--- src/rtl/cpu10_pkg.sv ---
// Shared types and constants for the 10-bit CPU.
// Fetch options: IFETCH_JUMP_PREDECODE_EN.
package cpu10_pkg;

  localparam int INSTR_W = 10;
  localparam int ADDR_W  = 10;

  localparam logic [INSTR_W-1:0] HALT_WORD = 10'b0010000010;
  localparam logic [3:0]         OP_JUMP   = 4'b1000;

  typedef enum logic [1:0] {
    ST_INIT,
    ST_RUN,
    ST_HALT
  } state_t;

  function automatic logic is_jump(
    input logic [INSTR_W-1:0] w
  );
    return w[9:6] == OP_JUMP;
  endfunction

  function automatic logic [ADDR_W-1:0] jump_target(
    input logic [INSTR_W-1:0] w
  );
    return {4'b0000, w[5:0]};
  endfunction

endpackage

--- src/rtl/ifetch_next_pc.sv ---
// Next-PC selection for the fetch unit.
// IFETCH_JUMP_PREDECODE_EN enables jump predecode.
module ifetch_next_pc
  import cpu10_pkg::*;
(
  input  logic               reset,
  input  state_t             state,
  input  logic               stall,
  input  logic               redirect_valid,
  input  logic [ADDR_W-1:0]  redirect_addr,
  input  logic [ADDR_W-1:0]  pc,
  input  logic [INSTR_W-1:0] imem_rdata,
  output logic               fetch_en,
  output logic               halt_hit,
  output logic               jump_hit,
  output logic [ADDR_W-1:0]  next_pc
);

  logic run;
  logic sel_rst;
  logic sel_init;
  logic sel_redir;
  logic sel_jump;
  logic sel_inc;

  assign run      = state == ST_RUN;
  assign fetch_en = run & ~stall & ~redirect_valid;
  assign halt_hit = fetch_en & (imem_rdata == HALT_WORD);

`ifdef IFETCH_JUMP_PREDECODE_EN
  assign jump_hit = fetch_en & is_jump(imem_rdata);
`else
  assign jump_hit = 1'b0;
`endif

  // Mutually exclusive selects; halt and stall fall to hold.
  assign sel_rst   = reset;
  assign sel_init  = ~reset & (state == ST_INIT);
  assign sel_redir = ~reset & run & redirect_valid;
  assign sel_jump  = ~reset & jump_hit;
  assign sel_inc   = ~reset & fetch_en
                   & ~halt_hit & ~jump_hit;

  always_comb begin
    next_pc = pc;
    unique case (1'b1)
      sel_rst:   next_pc = '0;
      sel_init:  next_pc = ADDR_W'(1);
      sel_redir: next_pc = redirect_addr;
      sel_jump:  next_pc = jump_target(imem_rdata);
      sel_inc:   next_pc = pc + ADDR_W'(1);
      default:   next_pc = pc;
    endcase
  end

endmodule

--- src/rtl/ifetch_unit.sv ---
// Instruction fetch unit: PC, one-cycle ROM fetch, halt.
// IFETCH_JUMP_PREDECODE_EN enables fetch-side jumps.
module ifetch_unit
  import cpu10_pkg::*;
(
  input  logic               clk,
  input  logic               reset,
  output logic [ADDR_W-1:0]  imem_addr,
  input  logic [INSTR_W-1:0] imem_rdata,
  input  logic               stall,
  input  logic               redirect_valid,
  input  logic [ADDR_W-1:0]  redirect_addr,
  output logic [INSTR_W-1:0] instr,
  output logic [ADDR_W-1:0]  instr_pc,
  output logic               instr_valid,
  output logic               instr_pd_jump,
  output logic               halted
);

  state_t             state;
  state_t             state_nx;
  logic [ADDR_W-1:0]  pc;
  logic [ADDR_W-1:0]  next_pc;
  logic               fetch_en;
  logic               halt_hit;
  logic               jump_hit;
  logic               pd_q;

  ifetch_next_pc u_next_pc (
    .reset          (reset),
    .state          (state),
    .stall          (stall),
    .redirect_valid (redirect_valid),
    .redirect_addr  (redirect_addr),
    .pc             (pc),
    .imem_rdata     (imem_rdata),
    .fetch_en       (fetch_en),
    .halt_hit       (halt_hit),
    .jump_hit       (jump_hit),
    .next_pc        (next_pc)
  );

  always_ff @(posedge clk) begin
    if (reset) state <= ST_INIT;
    else       state <= state_nx;
  end

  always_comb begin
    state_nx = state;
    unique case (state)
      ST_INIT: state_nx = ST_RUN;
      ST_RUN:  if (halt_hit) state_nx = ST_HALT;
      ST_HALT: state_nx = ST_HALT;
      default: state_nx = ST_INIT;
    endcase
  end

  always_comb begin
    imem_addr = pc;
    halted    = state == ST_HALT;
  end

  always_ff @(posedge clk) begin
    if (reset) begin
      pc          <= '0;
      instr       <= '0;
      instr_pc    <= '0;
      instr_valid <= 1'b0;
      pd_q        <= 1'b0;
    end else begin
      pc <= next_pc;
      if (state == ST_RUN && redirect_valid) begin
        instr_valid <= 1'b0;
        pd_q        <= 1'b0;
      end else if (fetch_en) begin
        instr       <= imem_rdata;
        instr_pc    <= pc;
        instr_valid <= 1'b1;
        pd_q        <= jump_hit;
      end else if (state == ST_HALT) begin
        instr_valid <= 1'b0;
        pd_q        <= 1'b0;
      end
    end
  end

  assign instr_pd_jump = pd_q;

endmodule

--- config.mk ---
export PLATFORM = sky130hd
export DESIGN_NAME = ifetch_unit
export DESIGN_NICKNAME = d
export VERILOG_FILES = /design/src/rtl/cpu10_pkg.sv /design/src/rtl/ifetch_next_pc.sv /design/src/rtl/ifetch_unit.sv
export SDC_FILE = /design/constraint.sdc
export NUM_CORES = 1
export LEC_CHECK = 0
export CAP_MARGIN = 20
export CORE_MARGIN = 2
export CORE_UTILIZATION = 44
export CTS_BUF_LIST = sky130_fd_sc_hd__clkbuf_16
export DETAILED_ROUTE_END_ITERATION = 12
export PLACE_DENSITY_LB_ADDON = 0.1
export SYNTH_ARGS = -nofsm -noshare
export SYNTH_HDL_FRONTEND = slang
export SYNTH_SLANG_ARGS = --single-unit
--- constraint.sdc ---
create_clock -name clk -period 2.4 [get_ports clk]
set_input_delay 0.36 -clock clk [delete_from_list [all_inputs] [get_ports clk]]
set_output_delay 0.36 -clock clk [all_outputs]
set_load 0.02 [all_outputs]
==> results.sh <==
export IMPL_fmax_ghz=0.4930
export IMPL_internal_power_mw=1.232
export IMPL_required_ns=2.56
export IMPL_cp_start_kind="input port"
export IMPL_yosysMostFrequentCell="nand2_1"
export IMPL_pre_cts_ws_ns=0.09657
export IMPL_min_path_cells=2
export IMPL_p_clk_share_pct=32.4
export IMPL_ir_drop_uv=441.8
export IMPL_post_cts_setup_buffers=0
export IMPL_seqPwrFrac_pct=37.6
export IMPL_grt_pass1_vias=1503
export IMPL_cap_violations=0
export IMPL_die_width_um=63.43
export IMPL_cts_buffers=5
export IMPL_rows=21
export IMPL_drtIter0Drc=40
export IMPL_hp_class="reg -> reg"
export IMPL_cts_buffer_depth=2
export IMPL_syn_inst=187
export IMPL_post_dp_hpwl_um=3012
export IMPL_p_comb_share_pct=30.1
export IMPL_layout_min_cycle_time_ns=2.029
export IMPL_hold_viol=0
export IMPL_htree_levels=2
export IMPL_grt_max_degree=21
export IMPL_worstSetupPathType="in -> reg"
export IMPL_worst_slack_ns=0.3715
export IMPL_synth_edf_count=0
export IMPL_port_buffers=55
export IMPL_synth_area_sq_um=1554
export IMPL_rr_worst_depth=6
export IMPL_fin_tns_setup_ns=0
export IMPL_drive_gt1_share_pct=8.871
export IMPL_cts_clk_slew_worst_paths_ns=0.05
export IMPL_switching_share_pct=30.62
export IMPL_crit_end="imem_addr[3]"
export IMPL_drv_slew=0
export IMPL_dieArea_sq_um=4023
export IMPL_cts_resized_gates=0
export IMPL_fp_dieH_um=63.43
export IMPL_synth_avg_cell_area_sq_um=8.310
export IMPL_cpPeakStageDelay_ns=0.60
export IMPL_reg2reg_slack_ns=0.38
export IMPL_fin_crit_sh_pct=84.52
export IMPL_grt_usage_pct=20.96
export IMPL_grt_pass1_wl_um=6596
export IMPL_yosysWarnings=0
export IMPL_leakagePower_nw=0.8424
export IMPL_cp_startpoint="imem_rdata[8]"
export IMPL_async_flop_share_pct=0
export IMPL_cpMaxStageDelayCell="or4b_4"
export IMPL_gr_total_overflow=0
export IMPL_synth_top_area_share_pct=42.51
export IMPL_routed_wl_um=4060
export IMPL_setup_violations=0
export IMPL_start_util_pct=46.21
export IMPL_path_cells="clkdlybuf4s50_1 -> or4b_4 -> o311ai_2 -> buf_4 -> a21oi_2 -> a221o_1"
export IMPL_cp_arrival_ns=2.19
export IMPL_ant_nets=0
export IMPL_synth_largest_area_cell="dfxtp_1"
export IMPL_p_switching_mw=0.5438
export IMPL_first_pass_iters=4
export IMPL_cts_tree="yes"
export IMPL_boundaryPins=57
export IMPL_synth_cell_types=41
export IMPL_yosysSeqAreaShare_pct=42.51
export IMPL_synthTopCellsByArea="dfxtp_1 43%, nand2_1 12%, a21oi_1 8.4%"
export IMPL_area_delta_synth_final_pct=48.87
export IMPL_wire_per_inst_um=13.81
export IMPL_final_nets=277
export IMPL_num_antenna_cells=0
export IMPL_yosys_most_used_dff="dfxtp_1"
export IMPL_core_area_sq_um=3363
export IMPL_synth_common_cells="48 x nand2_1, 33 x dfxtp_1, 26 x a21oi_1, 7 x clkbuf_1, 7 x inv_1"
export IMPL_skew_ns=0.003706
export IMPL_power_density_nw_per_um2=767.7
export IMPL_numClockSinks=33
export IMPL_synth_seq_cells=33
export IMPL_status="finished, final reports clean"
export IMPL_grt_setup_unrepaired="false"
export IMPL_cts_hold_buf=0
export IMPL_insertion_delay_ns=0.27
export IMPL_cts_root_buf="clkbuf_16"
export IMPL_r2r_start="state[1]"
export IMPL_rr_endpoint="state[0]"
export IMPL_vias=1540
export IMPL_syn_nets=216
export IMPL_routed_via_density=5.238
export IMPL_end_kind="flip-flop"
export IMPL_critPathMaxFanout=7
export IMPL_finalWeightedCongestion=0.8010
export IMPL_antenna_found_initial=0
export IMPL_drc_errors=0
[worst min-delay path by stage]
stage | from | to | slack, ns
after CTS | instr[3] | instr[3] | 0.46
after global placement | instr_pc[0] | instr_pc[0] | 0.44
after detailed placement | instr[3] | instr[3] | 0.45
after floorplan | redirect_addr[9] | imem_addr[9] | 0.49
final | instr_pc[2] | instr_pc[2] | 0.45
after global routing | instr_pc[2] | instr_pc[2] | 0.48
[power groups by stage]
stage          combinational (mW)  sequential [mW]  clock [mW]
5_1_grt                     0.574            0.676       0.614
4_1_cts                     0.536            0.668       0.582
3_5_place_dp                0.535            0.677           0
3_3_place_gp                0.519            0.671           0
6_report                    0.534            0.667       0.575
2_1_floorplan               0.279            0.712           0
[worst max-delay path: cells and delay by family]
| family | cells | cell delay, ns |
|---|---|---|
| buffers and inverters | 2 | 0.65 |
| and+or+nand+nor | 1 | 0.60 |
| AOI/OAI and AO/OA | 3 | 0.58 |
[layer usage]
layer	global-route usage, %	part of all wire, %
met1	23.94	41
met2	36.45	50
met3	6.250	7.3
met4	8.152	1.6
met5	0	0
[cells by family (layout without fill, tap and decap cells)]
family,count (synthesis),in the layout,synth area share (%)
and+or+nand+nor,80,80,25.52
AOI/OAI and AO/OA,49,49,21.50
DFF,33,33,42.51
buffers and inverters,16,77,4.348
adders and majority gates,5,5,4.026
muxes,2,2,1.288
other,1,1,0.2413
xor gates and xnor gates,1,1,0.5637
[stage by stage]
| step | power [mW] | utilization (%) | std cells | hold slack [ns] | area, sq um |
|---|---|---|---|---|---|
| after floorplan | 0.9907 | - | 187 | 0.4862 | 1554 |
| after global placement | 1.190 | 64.84 | 287 | 0.4403 | 2181 |
| after detailed placement | 1.212 | 64.84 | 287 | 0.4506 | 2181 |
| after CTS | 1.786 | 68.79 | 294 | 0.4567 | 2313 |
| after global routing | 1.864 | 68.79 | 294 | 0.4772 | 2313 |
| final | 1.776 | 68.79 | 294 | 0.4543 | 2313 |
[area by class of cell]
cell class	count	area, sq um
tap	46	57.56
fill	275	1050
sequential	33	660.6
inverter	7	26.28
clock buffer	5	125.1
multi-input combinational	138	825.8
clock inverter	2	7.507
timing repair buffer	63	610.6
[sequential cells by signal (all words and copies together), names as in the netlist]
name and count:
instr_valid 1, instr 10, imem_addr 10, state 2, instr_pc 10
[cell usage in the layout, fill, tap and decap left out, types with 3 or more instances in the layout]
master,instances
dfxtp_1,33
nor2_1,4
inv_1,8
nand2_1,48
and2_1,5
clkbuf_16,5
clkdlybuf4s50_1,55
buf_4,8
nand3_1,5
a21oi_1,26
o21ai_0,3
or3_1,3
a211o_1,5
ha_1,5
Power figures use the tool's default switching activity.
